--- src/rtl/machine_pkg.sv ---
// Shared definitions for the nibble lane of the 16-bit machine datapath.
//   NIB_W      : nibble width (4)
//   WORD_W     : machine word width (16)
//   SLOTS      : nibbles per word (4); a slot index is therefore 2 bits
//   slot_t     : 2-bit slot index type
//   slot_shamt : maps a slot index to its bit offset within the word (0/4/8/12)
package machine_pkg;

  localparam int NIB_W  = 4;
  localparam int WORD_W = 16;
  localparam int SLOTS  = 4;

  typedef logic [1:0] slot_t;

  // Slot k occupies bits [4k+3:4k]; the offset is simply the slot index times 4.
  function automatic logic [3:0] slot_shamt(input slot_t slot);
    return {slot, 2'b00};
  endfunction

endpackage

--- src/rtl/machine_nib_insert.sv ---
// Combinational nibble insertion into a word accumulator.
// Ports:
//   acc      in   WORD_W  current accumulator contents
//   nib      in   NIB_W   nibble to insert
//   slot     in   2       physical slot receiving the nibble
//   acc_next out  WORD_W  acc with nib OR-ed in at bit offset slot*4
//   mask_bit out  SLOTS   one-hot flag for the written slot
module machine_nib_insert
  import machine_pkg::*;
(
  input  logic [WORD_W-1:0] acc,
  input  logic [NIB_W-1:0]  nib,
  input  slot_t             slot,
  output logic [WORD_W-1:0] acc_next,
  output logic [SLOTS-1:0]  mask_bit
);

  // Pure insertion: the nibble is zero-extended before shifting, so no
  // sign bits ever spill into higher slots.
  always_comb begin
    acc_next = acc | (WORD_W'(nib) << slot_shamt(slot));
    mask_bit = SLOTS'(1) << slot;
  end

endmodule

--- src/rtl/machine_nibble_pack.sv ---
// Packs a stream of 4-bit nibbles into 16-bit words with valid/ready on both
// sides and a single output word register.
// Parameters:
//   MSN_FIRST  0: first nibble of a word lands in slot 0 (bits 3:0)
//              1: first nibble of a word lands in slot 3 (bits 15:12)
// Ports:
//   system1000       in   1   clock, rising edge
//   system1000_rstn  in   1   asynchronous active-low reset
//   in_valid         in   1   in_nib is valid
//   in_ready         out  1   packer accepts in_nib this cycle
//   in_nib           in   4   nibble data
//   in_last          in   1   close the current word after this nibble
//   out_valid        out  1   out_word is valid
//   out_ready        in   1   consumer accepts out_word
//   out_word         out  16  packed word; unfilled slots are 0
//   out_mask         out  4   bit k set means slot k was written
//   out_partial      out  1   word closed by in_last before all slots filled
module machine_nibble_pack
  import machine_pkg::*;
#(
  parameter int MSN_FIRST = 0
) (
  input  logic              system1000,
  input  logic              system1000_rstn,
  input  logic              in_valid,
  output logic              in_ready,
  input  logic [NIB_W-1:0]  in_nib,
  input  logic              in_last,
  output logic              out_valid,
  input  logic              out_ready,
  output logic [WORD_W-1:0] out_word,
  output logic [SLOTS-1:0]  out_mask,
  output logic              out_partial
);

  slot_t             ds;        // count of nibbles already in the accumulator
  logic [WORD_W-1:0] acc;
  logic [SLOTS-1:0]  acc_mask;

  slot_t             slot;
  logic [WORD_W-1:0] acc_next;
  logic [SLOTS-1:0]  mask_bit;
  logic              accept;
  logic              complete;

  // Ready whenever the output register is empty or being drained this cycle,
  // so back-to-back words flow without a bubble (combinational out_ready path).
  assign in_ready = !out_valid || out_ready;
  assign accept   = in_valid && in_ready;
  assign complete = accept && ((ds == 2'd3) || in_last);

  // Stream order ds maps to a physical slot; MSN_FIRST mirrors the order.
  assign slot = (MSN_FIRST != 0) ? slot_t'(2'd3 - ds) : ds;

  machine_nib_insert u_insert (
    .acc      (acc),
    .nib      (in_nib),
    .slot     (slot),
    .acc_next (acc_next),
    .mask_bit (mask_bit)
  );

  // NOTE: sequential state uses non-blocking assignments so every register
  // samples the pre-edge values; blocking here would create ordering races.
  always_ff @(posedge system1000 or negedge system1000_rstn) begin
    if (!system1000_rstn) begin
      ds          <= '0;
      acc         <= '0;
      acc_mask    <= '0;
      out_valid   <= 1'b0;
      out_word    <= '0;
      out_mask    <= '0;
      out_partial <= 1'b0;
    end else if (complete) begin
      // Completion may coincide with a drain; the new word simply replaces
      // the old one and out_valid stays high.
      out_word    <= acc_next;
      out_mask    <= acc_mask | mask_bit;
      out_partial <= (ds != 2'd3);
      out_valid   <= 1'b1;
      ds          <= '0;
      acc         <= '0;
      acc_mask    <= '0;
    end else begin
      if (accept) begin
        ds       <= ds + 2'd1;
        acc      <= acc_next;
        acc_mask <= acc_mask | mask_bit;
      end
      // Drained with nothing new: data registers hold their last value.
      if (out_valid && out_ready) begin
        out_valid <= 1'b0;
      end
    end
  end

endmodule

--- config.mk ---
export PLATFORM = sky130hd
export DESIGN_NAME = machine_nibble_pack
export DESIGN_NICKNAME = d
export VERILOG_FILES = /design/src/rtl/machine_pkg.sv /design/src/rtl/machine_nib_insert.sv /design/src/rtl/machine_nibble_pack.sv
export SDC_FILE = /design/constraint.sdc
export NUM_CORES = 1
export LEC_CHECK = 0
export ABC_AREA = 0
export CORE_MARGIN = 2
export CORE_UTILIZATION = 52
export DETAILED_ROUTE_END_ITERATION = 12
export PLACE_DENSITY = 0.78
export SYNTH_ARGS = -nofsm -noshare
export SYNTH_HDL_FRONTEND = slang
export SYNTH_SLANG_ARGS = --single-unit
--- constraint.sdc ---
create_clock -name system1000 -period 1.75 [get_ports system1000]
set_clock_uncertainty 0.05 [all_clocks]
set_input_delay 0.175 -clock system1000 [delete_from_list [all_inputs] [get_ports system1000]]
set_output_delay 0.175 -clock system1000 [all_outputs]
set_load 0.01 [all_outputs]
==> flow_summary.toml, run 1 <==
[outcome]
status = "finished clean"

[floorplanning]
die-height_microns = 65.8
start_util = 0.543
rows = 22
dieArea_sq_um = 4330
core_region_area_sq_um = 3660
io_pins = 32
fp.dieW_microns = 65.8

[min_path]
hold_path_class = "in -> async"

[sta]
slew_headroom = 0.640
period_share = 0.943
final_max_slew_viol_count = 0
hold_slack_ns = 0.431
hold_viol_final = 0
rsz0062_at_grt = "false"
setup_tns_ns = 0
max_clock_freq_mhz = 606
period_needed_ns = 1.65
tightest_slew_ns = 0.539
setup_violations = 0
layout_setup_ws_ns = 0.101

[grt]
grt_pass1_vias = 1467
overflow = 0
grt_max_degree = 45
antenna_found_initial = 0
grt_usage = 0.214
grt_pass1_wl_microns = 6790

[pwr]
p_comb_frac = 0.356
power_mw = 3.16
sw_frac_of_total = 0.318
pwr-share-clk = 0.184
p_leak_nw = 1.08
p_switching_mw = 1.00
internal_power_mw = 2.15
power_density_nw_per_um2 = 1300
peakVddDrop_mv = 0.755
seqPwrFrac = 0.460

[route]
totalWireLength_microns = 4040
remaining_drc_errors = 0
final_antenna_net_count = 0
viasPerCell = 5.61
vias = 1469
dr.pass1.iters = 4
wl_per_cell_microns = 15.4
drtIter0Drc = 99

[synth]
netlist_instances = 182
synth-seq-cells = 44
synth_nets = 195
yosysUniqueCellTypes = 26
yosys-top-cells-area = "dfrtp_1 (55%), mux2i_1 (8.1%), a41oi_1 (7.1%), nor2_1 (4.7%), a21oi_1 (4.0%)"
yosysTopAreaCell = "dfrtp_1"
ys_seq_area_frac = 0.554
yosysTopAreaCellShare = 0.554
synth_area_sq_um = 1990
avgSynthCellArea_sq_um = 10.9
synth_warnings = 0

[clocking]
cts_resized = 0
htreeDepth = 2
clk_path_buf_depth = 2
clock_sinks = 44
cts_inserted_buffers = 5
cts_tree = "built"
clk_latency_ns = 0.29
clk_pin_slew_ns = 0.08
cts_root_buf = "clkbuf_8"

[layout]
nFillCells = 297
fin_nets = 227
layout_commonest_cell = "dfrtp_1"
multiInputGateArea_sq_um = 712
diodes = 0
drive_gt1_frac = 0.103
finalInstanceArea_sq_um = 2420
stdcell_count = 262
post-route-util = 0.661
final_cell_mix = "dfrtp_1 (44), clkdlybuf4s50_1 (30), nor2_1 (25)"
areaGrowthSynthToFinish_pct = 21.9
layout.area.seq_sq_um = 1100

[place]
portBuffers = 31
dp.cells = 251
hpwl_microns = 2730
place_congestion = 0.869
pre_cts_slack_ns = 0.0231
placed_area_sq_um = 2310

[setup_path]
r2r_setup_slack_ns = 0.21
cp_top_family = "buffers and inverters"
path_buf_inv = 2
crit_fanout = 6
slowest_delay_ns = 0.53
arrival_ns = 1.42
slowest_stage = "clkdlybuf4s50_1"
required_ns = 1.52
cp-end-kind = "output port"
reg2regPathDepth = 5
critPathCapture = "in_ready"
startpoint_type = "flip-flop"
path_cells = "nor2b_4 > inv_1 > clkdlybuf4s50_1"
criticalPathCategory = "reg -> out"
crit_start = "out_valid"
crit_cells = 3
r2r_start = "ds[1]"
r2r_end = "out_word[0]"

[job]
maxCapViolations = 0
## worst reg2reg max path, delay by kind of cell (launching register included)
family	cells	cell delay, ns
multiplexers	1	0.24
adder cells (fa/ha/maj)	1	0.30
buffers and inverters	1	0.24
AND/OR/NAND/NOR	2	0.28
flip-flops	1	0.35
## routing by layer
layer | up-vias | GRT usage | routed length (microns)
li1 | 694 | - | -
met5 | - | 0 | 0
met2 | 52 | 0.327 | 1970
met4 | 0 | 0.135 | 148
met1 | 711 | 0.268 | 1700
met3 | 12 | 0.0579 | 215
## state kept, by name, summed over array words and instances (netlist names)
| register | cells |
|---|---|
| out_partial | 1 |
| out_mask | 4 |
| ds | 2 |
| acc | 16 |
| acc_mask | 4 |
| out_valid | 1 |
| out_word | 16 |
## cells in the mapped netlist
cell and count:
dfrtp_1 44, nor2_1 25, inv_1 19, a21oi_1 16, a41oi_1 16, mux2i_1 16, clkbuf_1 8, o21ai_0 6
ha_1 4, o31ai_1 4, a31oi_1 3, buf_6 3, and2_1 2, buf_2 2, nand4_1 2, nor2b_1 2
a2bb2oi_2 1, buf_1 1, buf_12 1, buf_4 1, inv_2 1, nand2_1 1, nor2_4 1, nor2b_4 1
nor3_2 1, or3_4 1
## power groups by stage
stage	logic (mW)	registers, mW	clock network [mW]
floorplan	0.496	1.55	0
global placement	1.07	1.45	0
detailed placement	1.12	1.47	0
CTS	1.12	1.45	0.602
global route	1.24	1.49	0.645
finish	1.12	1.45	0.579
## logic make-up (layout without fill, tap and decap cells)
family / after synthesis / after routing / synth area share
fa+ha+maj: 4 / 4 / 0.0252
compound gates: 46 / 46 / 0.158
flops: 44 / 44 / 0.554
simple gates: 36 / 36 / 0.0913
buf+inv: 36 / 68 / 0.0907
mux: 16 / 16 / 0.0806
## worst min-delay path by stage
| stage | from | end | slack, ns | cells after the start |
|---|---|---|---|---|
| 2_1_floorplan | system1000_rstn | acc[0] | -0.17 | 0 |
| 3_3_place_gp | system1000_rstn | out_word[7] | 0.22 | 2 |
| 3_5_place_dp | system1000_rstn | out_word[7] | 0.23 | 2 |
| 4_1_cts | system1000_rstn | acc[6] | 0.44 | 3 |
| 5_1_grt | acc_mask[3] | acc_mask[3] | 0.48 | 1 |
| 6_report | system1000_rstn | acc[6] | 0.43 | 3 |
## area by class of cell
class | count | area share
Inverter | 20 | 0.0310
Clock buffer | 6 | 0.0300
Sequential cell | 44 | 0.455
Tap cell | 48 | 0.0248
Timing Repair Buffer | 41 | 0.163
Clock inverter | 1 | 0.00207
Multi-Input combinational cell | 102 | 0.294
## what timing repair did
action,in CTS,in global routing
setup endpoints to repair,0,1
hold buffers,1,0
endpoints found under the hold margin,44,0
setup buffers,0,3
No activity file was read; power rests on OpenSTA's default activity.
==> run 2: changes to the inputs <==
- clock period: 1.75 -> 1.65 ns (I/O delays scaled with it)
==> flow_summary.toml, run 2 (same netlist as run 1, synthesis figures left out) <==
[outcome]
status = "finished clean"

[layout]
post-route-util = 0.681
top_regs = "acc x16, out_word x16"
layout_commonest_cell = "dfrtp_1"
drive_gt1_frac = 0.120
diodes = 0
final_cell_mix = "dfrtp_1 (44), clkdlybuf4s50_1 (29), nor2_1 (25)"
fin_nets = 228
areaGrowthSynthToFinish_pct = 25.6

[grt]
grt_pass1_vias = 1614
use_met3 = 0.0545
antenna_found_initial = 0
grt_pass1_wl_microns = 7400
grt_usage = 0.228
met2_usage = 0.389
grt-busiest-layer = "met2"
gr-usage-met1 = 0.273
overflow = 0
grt_max_degree = 45

[floorplanning]
core_region_area_sq_um = 3660
fp.dieW_microns = 65.8
io_pins = 32
start_util = 0.543
dieArea_sq_um = 4330
die-height_microns = 65.8
rows = 22

[place]
portBuffers = 31
place_congestion = 0.829
hpwl_microns = 2660

[pwr]
power_density_nw_per_um2 = 1460
peakVddDrop_mv = 0.889
p_leak_nw = 1.11
sw_frac_of_total = 0.301
pwr-share-clk = 0.242
internal_power_mw = 2.54
p_switching_mw = 1.10
p_comb_frac = 0.332
seqPwrFrac = 0.425

[setup_path]
required_ns = 1.80
path_buf_inv = 2
r2r_setup_slack_ns = 0.13
slowest_delay_ns = 0.38
criticalPathCategory = "reg -> reg"
slowest_stage = "dfrtp_1"
cp-end-kind = "flip-flop"
startpoint_type = "flip-flop"
crit_fanout = 32
path_cells = "nor2b_4 > buf_4 > nor3_4 > buf_12 > mux2i_1"
arrival_ns = 1.67
cp_top_family = "buffers and inverters"

[route]
vias = 1483
remaining_drc_errors = 0
dr.pass1.iters = 4
drtIter0Drc = 88
viasPerCell = 5.62
totalWireLength_microns = 4180
wl_per_cell_microns = 15.8
final_antenna_net_count = 0

[sta]
setup_tns_ns = 0
rsz0062_at_grt = "false"
period_needed_ns = 1.52
tightest_slew_ns = 0.454
slew_headroom = 0.696
max_clock_freq_mhz = 659
setup_violations = 0
final_max_slew_viol_count = 0
hold_viol_final = 0
period_share = 0.919

[clocking]
cts_root_buf = "clkbuf_8"
clk_pin_slew_ns = 0.08
cts_inserted_buffers = 5
clock_sinks = 44
cts_tree = "built"
htreeDepth = 2
clk_path_buf_depth = 2
clk_latency_ns = 0.29

[min_path]
hold_path_class = "in -> async"

[job]
maxCapViolations = 0
==> run 2: layer usage <==
metal  vias up  routed length, microns
met2        47                    2270
met3         4                     162
met4         0                      30
met1       738                    1720
li1        694                       -
met5         -                       0
==> run 2: final timing paths <==
path                                      start           to  depth (start not counted)
worst max register to register        out_valid  out_word[0]                          5
worst min register to register          acc[11]      acc[11]                          2
worst min-delay path            system1000_rstn       acc[6]                          3
worst max-delay path                  out_valid  out_word[0]                          5
max in group asynchronous       system1000_rstn  out_word[8]                          3
min in group system1000                 acc[11]      acc[11]                          2
==> run 2: area by class of cell <==
class / count / area (sq um)
Clock buffer: 7 / 96.3
Clock inverter: 1 / 30.0
Timing Repair Buffer: 42 / 418
Inverter: 20 / 75.1
Sequential cell: 44 / 1100
Multi-Input combinational cell: 102 / 714
Fill cell: 270 / 1170
Tap cell: 48 / 60.1
==> run 2: worst register-to-register path: cells and delay by family, from the launching register on <==
family | cells | cell delay [ns]
flip-flops | 1 | 0.38
AND/OR/NAND/NOR | 2 | 0.36
buffers and inverters | 2 | 0.40
multiplexers | 1 | 0.24
==> run 2: timing repair <==
action                     CTS  global route
buffers inserted             1             0
hold endpoints to repair    44             0
cloned                       0             0
hold buffers                 1             0
setup endpoints to repair    1             2
resized for setup            0             2
pin swaps                    0             0
==> run 2: per-stage QoR <==
| stage | area (sq um) | std cells | hold WS, ns | worst slack, ns | total power [mW] |
|---|---|---|---|---|---|
| after floorplan | 1990 | 182 | -0.181 | 0.192 | 2.16 |
| after global placement | 2350 | 254 | 0.105 | 0.0120 | 2.70 |
| final | 2490 | 264 | 0.324 | 0.133 | 3.64 |
| after detailed placement | 2350 | 254 | 0.108 | 0.00987 | 2.77 |
| after global routing | 2490 | 264 | 0.368 | 0.0408 | 3.88 |
| after CTS | 2490 | 264 | 0.320 | 0.0159 | 3.68 |
==> run 2: power by group through the flow <==
| stage | registers [mW] | clock network (mW) | logic [mW] |
|---|---|---|---|
| 3_3_place_gp | 1.54 | 0 | 1.16 |
| 5_1_grt | 1.58 | 0.953 | 1.35 |
| 4_1_cts | 1.55 | 0.906 | 1.22 |
| 3_5_place_dp | 1.57 | 0 | 1.20 |
| 2_1_floorplan | 1.64 | 0 | 0.526 |
| 6_report | 1.55 | 0.882 | 1.21 |
==> run 3: changes to the inputs <==
- CAP_MARGIN: unset -> 20
==> results of run 3 <==
Final layout, timing and power as in run 2 (identical DEF).
